[src/rtl/mgmt_bus_router.sv]
// -----------------------------------------------------------------------------
// mgmt_bus_router
//
// Address-decoding router between the QSPI management bridge read/write bus
// and NUM_PORTS register-block ports, all on the single management clock.
// The upper address bits (addr[ADDR_WIDTH-1:PORT_ADDR_BITS]) select the port.
// The low PORT_ADDR_BITS bits are forwarded on a shared address bus.
//
// Writes are registered with one cycle of latency and are independent of
// reads. Reads are tracked one at a time by an IDLE/WAIT FSM. A read to an
// unmapped port index returns ERR_DATA in the next cycle. A read that arrives
// while another read is outstanding is dropped and sets the sticky
// err_overlap flag.
//
// Optional feature macro: MGMT_BUS_ROUTER_TIMEOUT_EN
//   defined     - a read still waiting after TIMEOUT_CYCLES cycles completes
//                 with ERR_DATA, and timeout_count is incremented (saturating).
//   not defined - a read waits until the selected port responds, and only rst
//                 frees a hung read. timeout_count is tied to 0.
//
// Ports
//   clk, rst              management clock, synchronous active-high reset
//   rd_en/rd_addr         host read strobe and address
//   rd_valid/rd_data      read completion pulse and data (rd_data is held)
//   wr_en/wr_addr/wr_data host write strobe, address and data
//   port_rd_en/_addr      one-hot read strobe, shared read address
//   port_rd_valid/_data   per-port response strobe and packed data
//   port_wr_en/_addr/_data one-hot write strobe, shared address and data
//   busy                  a read is outstanding
//   err_overlap           sticky: rd_en was seen while busy
//   timeout_count         saturating count of timed-out reads
// -----------------------------------------------------------------------------
module mgmt_bus_router #(
  parameter int                    NUM_PORTS      = 8,
  parameter int                    ADDR_WIDTH     = 16,
  parameter int                    DATA_WIDTH     = 8,
  parameter int                    PORT_ADDR_BITS = 12,
  parameter int                    TIMEOUT_CYCLES = 64,
  parameter logic [DATA_WIDTH-1:0] ERR_DATA       = DATA_WIDTH'(8'hFF)
) (
  input  logic                            clk,
  input  logic                            rst,
  input  logic                            rd_en,
  input  logic [ADDR_WIDTH-1:0]           rd_addr,
  output logic                            rd_valid,
  output logic [DATA_WIDTH-1:0]           rd_data,
  input  logic                            wr_en,
  input  logic [ADDR_WIDTH-1:0]           wr_addr,
  input  logic [DATA_WIDTH-1:0]           wr_data,
  output logic [NUM_PORTS-1:0]            port_rd_en,
  output logic [PORT_ADDR_BITS-1:0]       port_rd_addr,
  input  logic [NUM_PORTS-1:0]            port_rd_valid,
  input  logic [NUM_PORTS*DATA_WIDTH-1:0] port_rd_data,
  output logic [NUM_PORTS-1:0]            port_wr_en,
  output logic [PORT_ADDR_BITS-1:0]       port_wr_addr,
  output logic [DATA_WIDTH-1:0]           port_wr_data,
  output logic                            busy,
  output logic                            err_overlap,
  output logic [15:0]                     timeout_count
);

  localparam int IDX_W = ADDR_WIDTH - PORT_ADDR_BITS;
  localparam int SEL_W = (NUM_PORTS > 1) ? $clog2(NUM_PORTS) : 1;

  typedef enum logic {
    ST_IDLE = 1'b0,
    ST_WAIT = 1'b1
  } state_t;

  // ---------------------------------------------------------------------------
  // Address decode
  // ---------------------------------------------------------------------------
  logic [IDX_W-1:0]     w_rd_idx;
  logic [IDX_W-1:0]     w_wr_idx;
  logic                 w_rd_hit;
  logic                 w_wr_hit;
  logic [SEL_W-1:0]     w_rd_sel;
  logic [SEL_W-1:0]     w_wr_sel;
  logic [NUM_PORTS-1:0] w_rd_onehot;
  logic [NUM_PORTS-1:0] w_wr_onehot;

  assign w_rd_idx    = rd_addr[ADDR_WIDTH-1:PORT_ADDR_BITS];
  assign w_wr_idx    = wr_addr[ADDR_WIDTH-1:PORT_ADDR_BITS];
  assign w_rd_hit    = (32'(w_rd_idx) < NUM_PORTS);
  assign w_wr_hit    = (32'(w_wr_idx) < NUM_PORTS);
  assign w_rd_sel    = w_rd_idx[SEL_W-1:0];
  assign w_wr_sel    = w_wr_idx[SEL_W-1:0];
  assign w_rd_onehot = NUM_PORTS'(1) << w_rd_sel;
  assign w_wr_onehot = NUM_PORTS'(1) << w_wr_sel;

  // Unpack the per-port response data so the latched selector can index it.
  logic [DATA_WIDTH-1:0] w_port_data [NUM_PORTS];
  for (genvar gi = 0; gi < NUM_PORTS; gi++) begin : g_unpack
    assign w_port_data[gi] = port_rd_data[gi*DATA_WIDTH +: DATA_WIDTH];
  end

  // ---------------------------------------------------------------------------
  // Write path: one registered stage, no interaction with reads
  // ---------------------------------------------------------------------------
  logic [NUM_PORTS-1:0]      r_port_wr_en;
  logic [PORT_ADDR_BITS-1:0] r_port_wr_addr;
  logic [DATA_WIDTH-1:0]     r_port_wr_data;

  // NOTE: sequential state uses non-blocking (<=) assignments so every
  // register samples pre-edge values, independent of statement order.
  always_ff @(posedge clk) begin
    if (rst) begin
      r_port_wr_en   <= '0;
      r_port_wr_addr <= '0;
      r_port_wr_data <= '0;
    end else begin
      r_port_wr_en <= (wr_en && w_wr_hit) ? w_wr_onehot : '0;
      if (wr_en && w_wr_hit) begin
        r_port_wr_addr <= wr_addr[PORT_ADDR_BITS-1:0];
        r_port_wr_data <= wr_data;
      end
    end
  end

  // ---------------------------------------------------------------------------
  // Read FSM
  // ---------------------------------------------------------------------------
  state_t                    r_state;
  state_t                    w_next_state;
  logic [SEL_W-1:0]          r_sel;
  logic [NUM_PORTS-1:0]      r_port_rd_en;
  logic [PORT_ADDR_BITS-1:0] r_port_rd_addr;
  logic                      r_rd_valid;
  logic [DATA_WIDTH-1:0]     r_rd_data;
  logic                      r_err_overlap;

  logic w_rd_issue;   // mapped read accepted in IDLE
  logic w_rd_unmap;   // unmapped read accepted in IDLE
  logic w_rd_done;    // selected port responded while waiting
  logic w_rd_tmo;     // wait budget exhausted with no response
  logic w_overlap;    // read request arrived while busy

`ifdef MGMT_BUS_ROUTER_TIMEOUT_EN
  localparam int CNT_W = $clog2(TIMEOUT_CYCLES);
  logic [CNT_W-1:0] r_wait_cnt;
  logic [15:0]      r_timeout_count;
`endif

  // NOTE: every signal written here gets a default first, so no path through
  // the case statement can leave one unassigned and infer a latch.
  always_comb begin
    w_next_state = r_state;
    w_rd_issue   = 1'b0;
    w_rd_unmap   = 1'b0;
    w_rd_done    = 1'b0;
    w_rd_tmo     = 1'b0;
    w_overlap    = 1'b0;
    case (r_state)
      ST_IDLE: begin
        if (rd_en) begin
          if (w_rd_hit) begin
            w_rd_issue   = 1'b1;
            w_next_state = ST_WAIT;
          end else begin
            w_rd_unmap = 1'b1;
          end
        end
      end
      ST_WAIT: begin
        w_overlap = rd_en;
        // The selected port is sampled from the strobe cycle onward, so a
        // combinational responder completes in the very next cycle. A
        // response always beats a timeout that would fire in the same cycle.
        if (port_rd_valid[r_sel]) begin
          w_rd_done    = 1'b1;
          w_next_state = ST_IDLE;
        end
`ifdef MGMT_BUS_ROUTER_TIMEOUT_EN
        else if (r_wait_cnt == CNT_W'(TIMEOUT_CYCLES - 1)) begin
          w_rd_tmo     = 1'b1;
          w_next_state = ST_IDLE;
        end
`endif
      end
      default: w_next_state = ST_IDLE;
    endcase
  end

  always_ff @(posedge clk) begin
    if (rst) begin
      r_state        <= ST_IDLE;
      r_sel          <= '0;
      r_port_rd_en   <= '0;
      r_port_rd_addr <= '0;
      r_rd_valid     <= 1'b0;
      r_rd_data      <= '0;
      r_err_overlap  <= 1'b0;
    end else begin
      r_state      <= w_next_state;
      r_port_rd_en <= w_rd_issue ? w_rd_onehot : '0;
      r_rd_valid   <= w_rd_unmap | w_rd_done | w_rd_tmo;
      if (w_rd_issue) begin
        r_sel          <= w_rd_sel;
        r_port_rd_addr <= rd_addr[PORT_ADDR_BITS-1:0];
      end
      if (w_rd_done) begin
        r_rd_data <= w_port_data[r_sel];
      end else if (w_rd_unmap || w_rd_tmo) begin
        r_rd_data <= ERR_DATA;
      end
      if (w_overlap) begin
        r_err_overlap <= 1'b1;
      end
    end
  end

`ifdef MGMT_BUS_ROUTER_TIMEOUT_EN
  // Wait counter restarts on every issued read and counts silent WAIT cycles.
  always_ff @(posedge clk) begin
    if (rst) begin
      r_wait_cnt      <= '0;
      r_timeout_count <= '0;
    end else begin
      if (w_rd_issue) begin
        r_wait_cnt <= '0;
      end else if (r_state == ST_WAIT) begin
        r_wait_cnt <= r_wait_cnt + 1'b1;
      end
      if (w_rd_tmo && (r_timeout_count != 16'hFFFF)) begin
        r_timeout_count <= r_timeout_count + 16'd1;
      end
    end
  end

  assign timeout_count = r_timeout_count;
`else
  assign timeout_count = 16'd0;
`endif

  // ---------------------------------------------------------------------------
  // Outputs
  // ---------------------------------------------------------------------------
  assign rd_valid     = r_rd_valid;
  assign rd_data      = r_rd_data;
  assign port_rd_en   = r_port_rd_en;
  assign port_rd_addr = r_port_rd_addr;
  assign port_wr_en   = r_port_wr_en;
  assign port_wr_addr = r_port_wr_addr;
  assign port_wr_data = r_port_wr_data;
  assign busy         = (r_state == ST_WAIT);
  assign err_overlap  = r_err_overlap;

endmodule

[config.mk]
export PLATFORM = sky130hd
export DESIGN_NAME = mgmt_bus_router
export DESIGN_NICKNAME = d
export VERILOG_FILES = /design/src/rtl/mgmt_bus_router.sv
export SDC_FILE = /design/constraint.sdc
export NUM_CORES = 1
export LEC_CHECK = 0
export CORE_MARGIN = 2
export CORE_UTILIZATION = 39
export CTS_CLUSTER_DIAMETER = 80
export CTS_CLUSTER_SIZE = 8
export DETAILED_ROUTE_END_ITERATION = 16
export PLACE_DENSITY = 0.92
export SLEW_MARGIN = 40
export SYNTH_ARGS = -nofsm -noshare
export SYNTH_HDL_FRONTEND = slang
export SYNTH_SLANG_ARGS = --single-unit
[constraint.sdc]
create_clock -name clk -period 4.8 [get_ports clk]
set_clock_uncertainty 0.2 [all_clocks]
set_input_delay 0.96 -clock clk [delete_from_list [all_inputs] [get_ports clk]]
set_output_delay 0.96 -clock clk [all_outputs]
set_load 0.005 [all_outputs]
After elaboration in Yosys (flattened, before gate mapping)
Cells that the tools add are included.

Bits in registers: 62. Input bits: 116. Output and inout bits: 75. Word-level logic and storage cells: 43.

Magnitude comparators: 4. Shift operators: 2. Mux-type cells: 18. Bitwise gates (word level): 5. Reduce and logical (&&, ||, !) cells: 4.

Operator list (count): 2-to-1 mux 8 bit (4); binary-select mux 8 bit (select 3 bit) (1); << shifter 1 x 3 -> 8 bit, first input constant (2); 2-to-1 mux 1 bit (11); < comparator 4 bit, second input constant (2); greater-or-equal comparator 4 bit, second input constant (1); < comparator 3 x 4 -> 1 bit, second input constant (1); inverter 3 -> 4 bit (1); OR reduction 2 bit (2); binary-select mux 1 bit (select 3 bit) (1); inverter 1 bit (3); one-hot mux 1 bit (2 select lines) (1); nonzero test 2 bit (1); logical AND 1 bit (1); bitwise OR 1 bit (1).

Depth between registers and ports, before layout
Gate-level depths: netlist of run 1.

Depth in word-level cells: 6. Gate-level depth with buffers: 6. Mapped depth without buffers: 4.

Worst setup path before layout of run 1
Ideal clock, no wire load.

Path type: input -> register. Start point: in rd_addr[15]. End point: reg r_port_rd_addr[0] (netlist: port_rd_addr[0]). Setup time: 0.132 ns. Data arrival time: 1.892 ns. Required time: 4.468 ns. Slack: 2.575 ns. Cell stages on the path: 5. Path buffers: 2. Cell sequence: or3b_2 buf_2 buf_1 nand2_1 a21oi_1.

Longest elaborated chain between the ends: 4.

RTL lines: from (decl) (RTL line 44) `input logic [ADDR_WIDTH-1:0] rd_addr,`; < comparator 4 bit (RTL line 84) `assign w_rd_hit = (32'(w_rd_idx) < NUM_PORTS);`; 2-to-1 mux 1 bit (RTL line 156) `if (w_rd_hit) begin`; 2-to-1 mux 1 bit (RTL line 155) `if (rd_en) begin`; 2-to-1 mux 1 bit (RTL line 153) `case (r_state)`; to (signal assigned) (RTL line 199) `r_port_rd_addr <= rd_addr[PORT_ADDR_BITS-1:0];`; to (decl) (RTL line 127) `logic [PORT_ADDR_BITS-1:0] r_port_rd_addr;`.

No other way between the ends. A chain may end at the register's enable or synchronous reset.

Worst setup path after layout of run 1
Start point: reg r_state (netlist: busy). End point: out busy.

RTL lines: from (decl) (RTL line 123) `state_t r_state;`; from (signal assigned) (RTL line 194) `r_state <= w_next_state;`; to (decl) (RTL line 57) `output logic busy,`.

No word-level cell between the ends.

==> reports/metrics.yaml, run 1 <==
status: "complete, no violations"
clock_sinks: 62
num_vias: 2788
floorplan.initialDensity_pct: 40.2
regToRegSetupSlack_ns: 2.58
min_to: "port_wr_data[2]"
crit_chain: "clkdlybuf4s50_1"
timing.rr.start: "r_sel[0]"
rows: 31
wl_per_cell_um: 14.8
maxSlewHeadroom_pct: 49.8
ys_ff_latch: 62
clk_pin_slew_ns: 0.07
ios: 191
holdBufCountCts: 0
slew_viol_final: 0
drt_iter0_drc: 86
syn_avg_cell_area_um2: 9.67
grt_usage_pct: 20.7
crit_path_start_kind: "flip-flop"
grt_pass1_wl_mm: 13.5
fin_crit_sh_pct: 57.8
worst_slew_pin_slew_ns: 0.752
fin_tns_setup_ns: 0
hpwl_mm: 6.38
cts_tree: "built"
die_h_um: 90.2
synth-seq-area-share_pct: 42.8
endpoint_kind: "primary output"
drive_gt1_share_pct: 7.89
totalWireLength_mm: 8.40
gp_congestion: 0.806
post_cts_buffers: 0
max-vdd-ir-drop_v: 0.000194
syn_to_final_growth_pct: 66.5
setup_viol: 0
worstPathMaxFanout: 15
cpMaxStageDelayCell: "dfxtp_1"
antenna_found_initial: 0
core_mm2: 0.00721
fp.dieW_um: 90.2
power_density_mw_per_mm2: 286
cts_buffer_depth: 2
grt_pass1_vias: 2804
cts-root-buf: "clkbuf_8"
n_antenna_cell: 0
cts_inserted_buffers: 9
clock_latency_ns: 0.34
routed_via_density: 4.91
cp.arrival_ns: 1.61
path_buf_inv: 1
fin_nets: 580
synth-main-ff-cell: "dfxtp_1"
fin_crit_ns: 2.77
yosys_warnings: 0
min-delay-start: "port_wr_data[2]"
htree_levels: 3
ant_nets: 0
grt_max_degree: 53
die_area_mm2: 0.00814
required_ns: 3.64
mostFrequentLayoutCell: "clkdlybuf4s50_1"
grt_overflow: 0
worstSetupPathType: "flip-flop to primary output"
leakagePower_nw: 1.75
crit_family: "flip-flops"
drtPass1Iterations: 4
holdWs_ns: 0.254
synth_top_area_share_pct: 42.8
route.detailed.drc: 0
syn_inst: 300
async_flop_share_pct: 0
reg2reg_to: "rd_data[0]"
startpoint: "busy"
fmax_mhz: 361
yosysTopAreaCell: "dfxtp_1"
finalHoldViolations: 0
hold_class: "flip-flop to flip-flop"
postCtsResizedCells: 0
layout_common_cells: "clkdlybuf4s50_1, nand2_1, dfxtp_1"
synth_area_mm2: 0.00290
min_delay_path_depth: 2
synth_area_leaders: "dfxtp_1, nand2_1, mux4_2, a21oi_1, mux4_1"
rsz0062_at_grt: "no"
cap_violations: 0
place.port_buffers: 174
ys_types: 33
synth_edf_count: 0
worst_path_largest_cell_delay_ns: 0.65
r2r_cells: 4
==> layout make-up <==
cell class / count / area [um2]
fill: 588 / 2380
timing repair buffer: 174 / 1740
multi-input combinational: 209 / 1440
sequential: 62 / 1240
clock inverter: 7 / 128
clock buffer: 9 / 124
tap: 99 / 124
inverter: 8 / 30.0
==> through the flow <==
step | util (%) | cell area [um2] | setup WS (ns) | power [mW] | std cells
2_1_floorplan | - | 2960 | 2.58 | 0.668 | 315
3_3_place_gp | 63.2 | 4560 | 1.79 | 0.801 | 552
3_5_place_dp | 63.3 | 4570 | 1.69 | 0.810 | 552
4_1_cts | 66.8 | 4820 | 2.00 | 1.39 | 568
5_1_grt | 66.9 | 4830 | 1.96 | 1.43 | 568
6_report | 66.9 | 4830 | 2.03 | 1.38 | 568
==> how the worst max path moves through the flow <==
stage / cells past startpoint / slack, ns / to
2_1_floorplan: 5 / 2.58 / port_rd_addr[0]
3_3_place_gp: 4 / 1.79 / port_wr_data[5]
3_5_place_dp: 4 / 1.69 / port_rd_en[1]
4_1_cts: 4 / 2.00 / port_rd_en[1]
5_1_grt: 1 / 1.96 / busy
6_report: 1 / 2.03 / busy
==> Yosys cell counts, types with 2 or more instances <==
cell type / n
nand2_1: 75
dfxtp_1: 62
a21oi_1: 37
buf_4: 16
nor2_1: 14
clkbuf_1: 12
mux2i_1: 11
mux4_2: 9
a311oi_1: 8
and4_1: 8
inv_1: 8
mux4_1: 7
nor3_1: 5
buf_6: 3
nand2b_1: 3
nor2b_1: 3
clkbuf_8: 2
nand3b_1: 2
==> kinds of logic after synthesis <==
logic type	share of synthesized area [%]
compound gates	11.0
buf+inv	9.84
flops	42.8
mux	17.5
other cells	0.129
simple gates	18.7
==> flip-flops by register name (all words and copies together), names as in the netlist <==
| name | flops |
|---|---|
| busy | 1 |
| err_overlap | 1 |
| port_rd_addr | 12 |
| port_rd_en | 8 |
| port_wr_addr | 12 |
| port_wr_data | 8 |
| port_wr_en | 8 |
| r_sel | 3 |
| rd_data | 8 |
| rd_valid | 1 |
==> per-layer routing <==
layer / share of wire [%] / routed length (um) / global-route usage (%) / up-vias
met2: 56 / 4750 / 39.9 / 113
met5: 0 / 0 / 0 / -
li1: - / - / - / 1348
met1: 35 / 2950 / 21.4 / 1304
met4: 3.3 / 279 / 8.85 / 0
met3: 5.1 / 430 / 4.27 / 23
==> where the power goes <==
part / switching [mW] / leakage, nW / internal, mW / total, mW
clock: 0.227 / 0.127 / 0.354 / 0.581
sequential: 0.0213 / 0.507 / 0.537 / 0.559
combinational: 0.0800 / 1.12 / 0.161 / 0.241
Power figures use the tool's default switching activity.
==> run 2, diff against run 1 <==
--- a/config.mk
+++ b/config.mk
@@ -6,11 +6,11 @@
 export NUM_CORES = 1
 export LEC_CHECK = 0
 export CORE_MARGIN = 2
-export CORE_UTILIZATION = 39
+export CORE_UTILIZATION = 33
 export CTS_CLUSTER_DIAMETER = 80
 export CTS_CLUSTER_SIZE = 8
 export DETAILED_ROUTE_END_ITERATION = 16
-export PLACE_DENSITY = 0.92
+export PLACE_DENSITY = 0.84
 export SLEW_MARGIN = 40
 export SYNTH_ARGS = -nofsm -noshare
 export SYNTH_HDL_FRONTEND = slang
==> constraint.sdc (replaced) <==
create_clock -name clk -period 2.4 [get_ports clk]
set_clock_uncertainty 0.2 [all_clocks]
set_input_delay 0.48 -clock clk [delete_from_list [all_inputs] [get_ports clk]]
set_output_delay 0.48 -clock clk [all_outputs]
set_load 0.005 [all_outputs]
==> reports/metrics.yaml, run 2 (synthesis gave the netlist of run 1 again) <==
crit_path_start_kind: "flip-flop"  # unchanged
hpwl_mm: 6.53  # was 6.38 mm
route.detailed.drc: 0  # unchanged
n_antenna_cell: 0  # unchanged
core_mm2: 0.00864  # was 0.00721 mm2
fin_tns_setup_ns: 0  # unchanged
mostFrequentLayoutCell: "clkdlybuf4s50_1"  # unchanged
worst_slew_pin_slew_ns: 0.568  # was 0.752 ns
cpMaxStageDelayCell: "dfxtp_1"  # unchanged
rows: 34  # was 31
floorplan.initialDensity_pct: 33.6  # was 40.2%
drtPass1Iterations: 4  # unchanged
max-vdd-ir-drop_v: 0.000224  # was 0.000194 V
htree_levels: 3  # unchanged
p_sw_share_pct: 24.4  # was 23.8%
postCtsResizedCells: 0  # unchanged
crit_chain: "clkdlybuf4s50_1"  # unchanged
fin_crit_sh_pct: 93.9
fp.dieW_um: 97.8  # was 90.2 um
wl_per_cell_um: 14.1  # was 14.8 um
worstPathMaxFanout: 15  # unchanged
clk_pin_slew_ns: 0.07  # about the same
worstSetupPathType: "flip-flop to primary output"  # unchanged
cap_violations: 0  # unchanged
finalHoldViolations: 0  # unchanged
worst_path_largest_cell_delay_ns: 0.64  # was 0.65 ns
ant_nets: 0  # unchanged
status: "complete, no violations"  # unchanged
hold_class: "flip-flop to flip-flop"  # unchanged
die_area_mm2: 0.00956  # was 0.00814 mm2
post_cts_buffers: 0  # unchanged
slew_viol_final: 0  # unchanged
cts_tree: "built"  # unchanged
maxSlewHeadroom_pct: 62.1  # was 49.8%
num_vias: 2782  # was 2788
grt_max_degree: 34  # was 53
fin_crit_ns: 2.25
antenna_found_initial: 0  # unchanged
cts-root-buf: "clkbuf_8"  # unchanged
cp.arrival_ns: 1.57  # was 1.61 ns
p_int_mw: 1.92  # was 1.05 mW
endpoint_kind: "primary output"  # unchanged
fin_nets: 589  # was 580
required_ns: 1.72  # was 3.64 ns
drt_iter0_drc: 77  # was 86
grt_pass1_wl_mm: 13.5  # unchanged
routed_via_density: 4.75  # was 4.91
fmax_mhz: 444
gp_congestion: 0.720  # was 0.806
grt_overflow: 0  # unchanged
layout_common_cells: "clkdlybuf4s50_1, nand2_1, dfxtp_1"  # unchanged
crit_family: "flip-flops"  # unchanged
path_buf_inv: 1  # unchanged
die_h_um: 97.8  # was 90.2 um
fin_util_pct: 56.1  # was 66.9%
leakagePower_nw: 1.77  # was 1.75 nW
grt_usage_pct: 17.5  # was 20.7%
totalWireLength_mm: 8.28  # was 8.40 mm
switching_power_uw: 619  # was 328 uW
cts_buffer_depth: 2  # unchanged
ios: 191  # unchanged
clock_sinks: 62  # unchanged
holdBufCountCts: 0  # unchanged
cts_inserted_buffers: 9  # unchanged
p_seq_share_pct: 43.4  # was 40.5%
drive_gt1_share_pct: 8.79  # was 7.89%
place.port_buffers: 174  # unchanged
clock_power_share_pct: 36.7  # was 42.1%
setup_viol: 0  # unchanged
syn_to_final_growth_pct: 67.1  # was 66.5%
power_density_mw_per_mm2: 523  # was 286 mW/mm2
rsz0062_at_grt: "no"  # unchanged
nFillCells: 742  # was 588
grt_pass1_vias: 2778  # was 2804
clock_latency_ns: 0.33  # was 0.34 ns
combPwrFrac_pct: 19.9  # was 17.5%
[run 2: cell count changes in the layout (fill, tap and decap cells not counted), moves of 2 or more]
cell,delta
buf_4,+8
bufinv_16,-2
clkinv_4,+2
dfxtp_1,+2
dfxtp_2,-2
inv_6,-2
[run 2: tightest hold or removal path: stages (launching register included)]
cell and delay, ns:
dfxtp_1 0.31, nand2_1 0.05, a21oi_1 0.05
[run 2: power groups by stage]
stage / clock [mW] / combinational (mW) / sequential [mW]
after floorplan: 0 / 0.211 / 1.12
after global placement: 0 / 0.495 / 1.12
after detailed placement: 0 / 0.506 / 1.12
after CTS: 0.960 / 0.509 / 1.10
after global routing: 1.01 / 0.546 / 1.11
final: 0.931 / 0.504 / 1.10
[run 2: final cells by class]
| class | instances | area [um2] | area share, % |
|---|---|---|---|
| clock buffer | 10 | 138 | 2.84 |
| clock inverter | 6 | 68.8 | 1.42 |
| inverter | 8 | 30.0 | 0.620 |
| multi-input combinational | 209 | 1430 | 29.5 |
| sequential | 62 | 1240 | 25.6 |
| tap | 108 | 135 | 2.79 |
| timing repair buffer | 183 | 1800 | 37.2 |
[run 2: worst paths after layout]
check,slack [ns],depth (start not counted),start,to
setup / recovery,0.15,1,busy,busy
hold / removal,0.25,2,port_wr_data[7],port_wr_data[7]
setup reg to reg,0.41,6,r_sel[1],rd_data[2]
hold reg to reg,0.25,2,port_wr_data[7],port_wr_data[7]
[run 2: per-stage QoR]
| step | cell area (um2) | total power [mW] | hold WS (ns) | setup WS [ns] | cells |
|---|---|---|---|---|---|
| 2_1_floorplan | 2960 | 1.34 | 0.253 | 0.645 | 315 |
| 3_3_place_gp | 4640 | 1.62 | 0.241 | 0.203 | 570 |
| 3_5_place_dp | 4640 | 1.63 | 0.246 | 0.158 | 570 |
| 4_1_cts | 4850 | 2.57 | 0.256 | 0.117 | 586 |
| 5_1_grt | 4850 | 2.66 | 0.284 | 0.0594 | 586 |
| 6_report | 4850 | 2.54 | 0.254 | 0.146 | 586 |
[run 2: per-layer routing]
| layer | up-vias | wire length, um | global-route usage [%] |
|---|---|---|---|
| li1 | 1362 | - | - |
| met4 | 0 | 243 | 7.48 |
| met2 | 121 | 4480 | 31.5 |
| met5 | - | 0 | 0 |
| met1 | 1275 | 3070 | 19.5 |
| met3 | 24 | 480 | 4.94 |
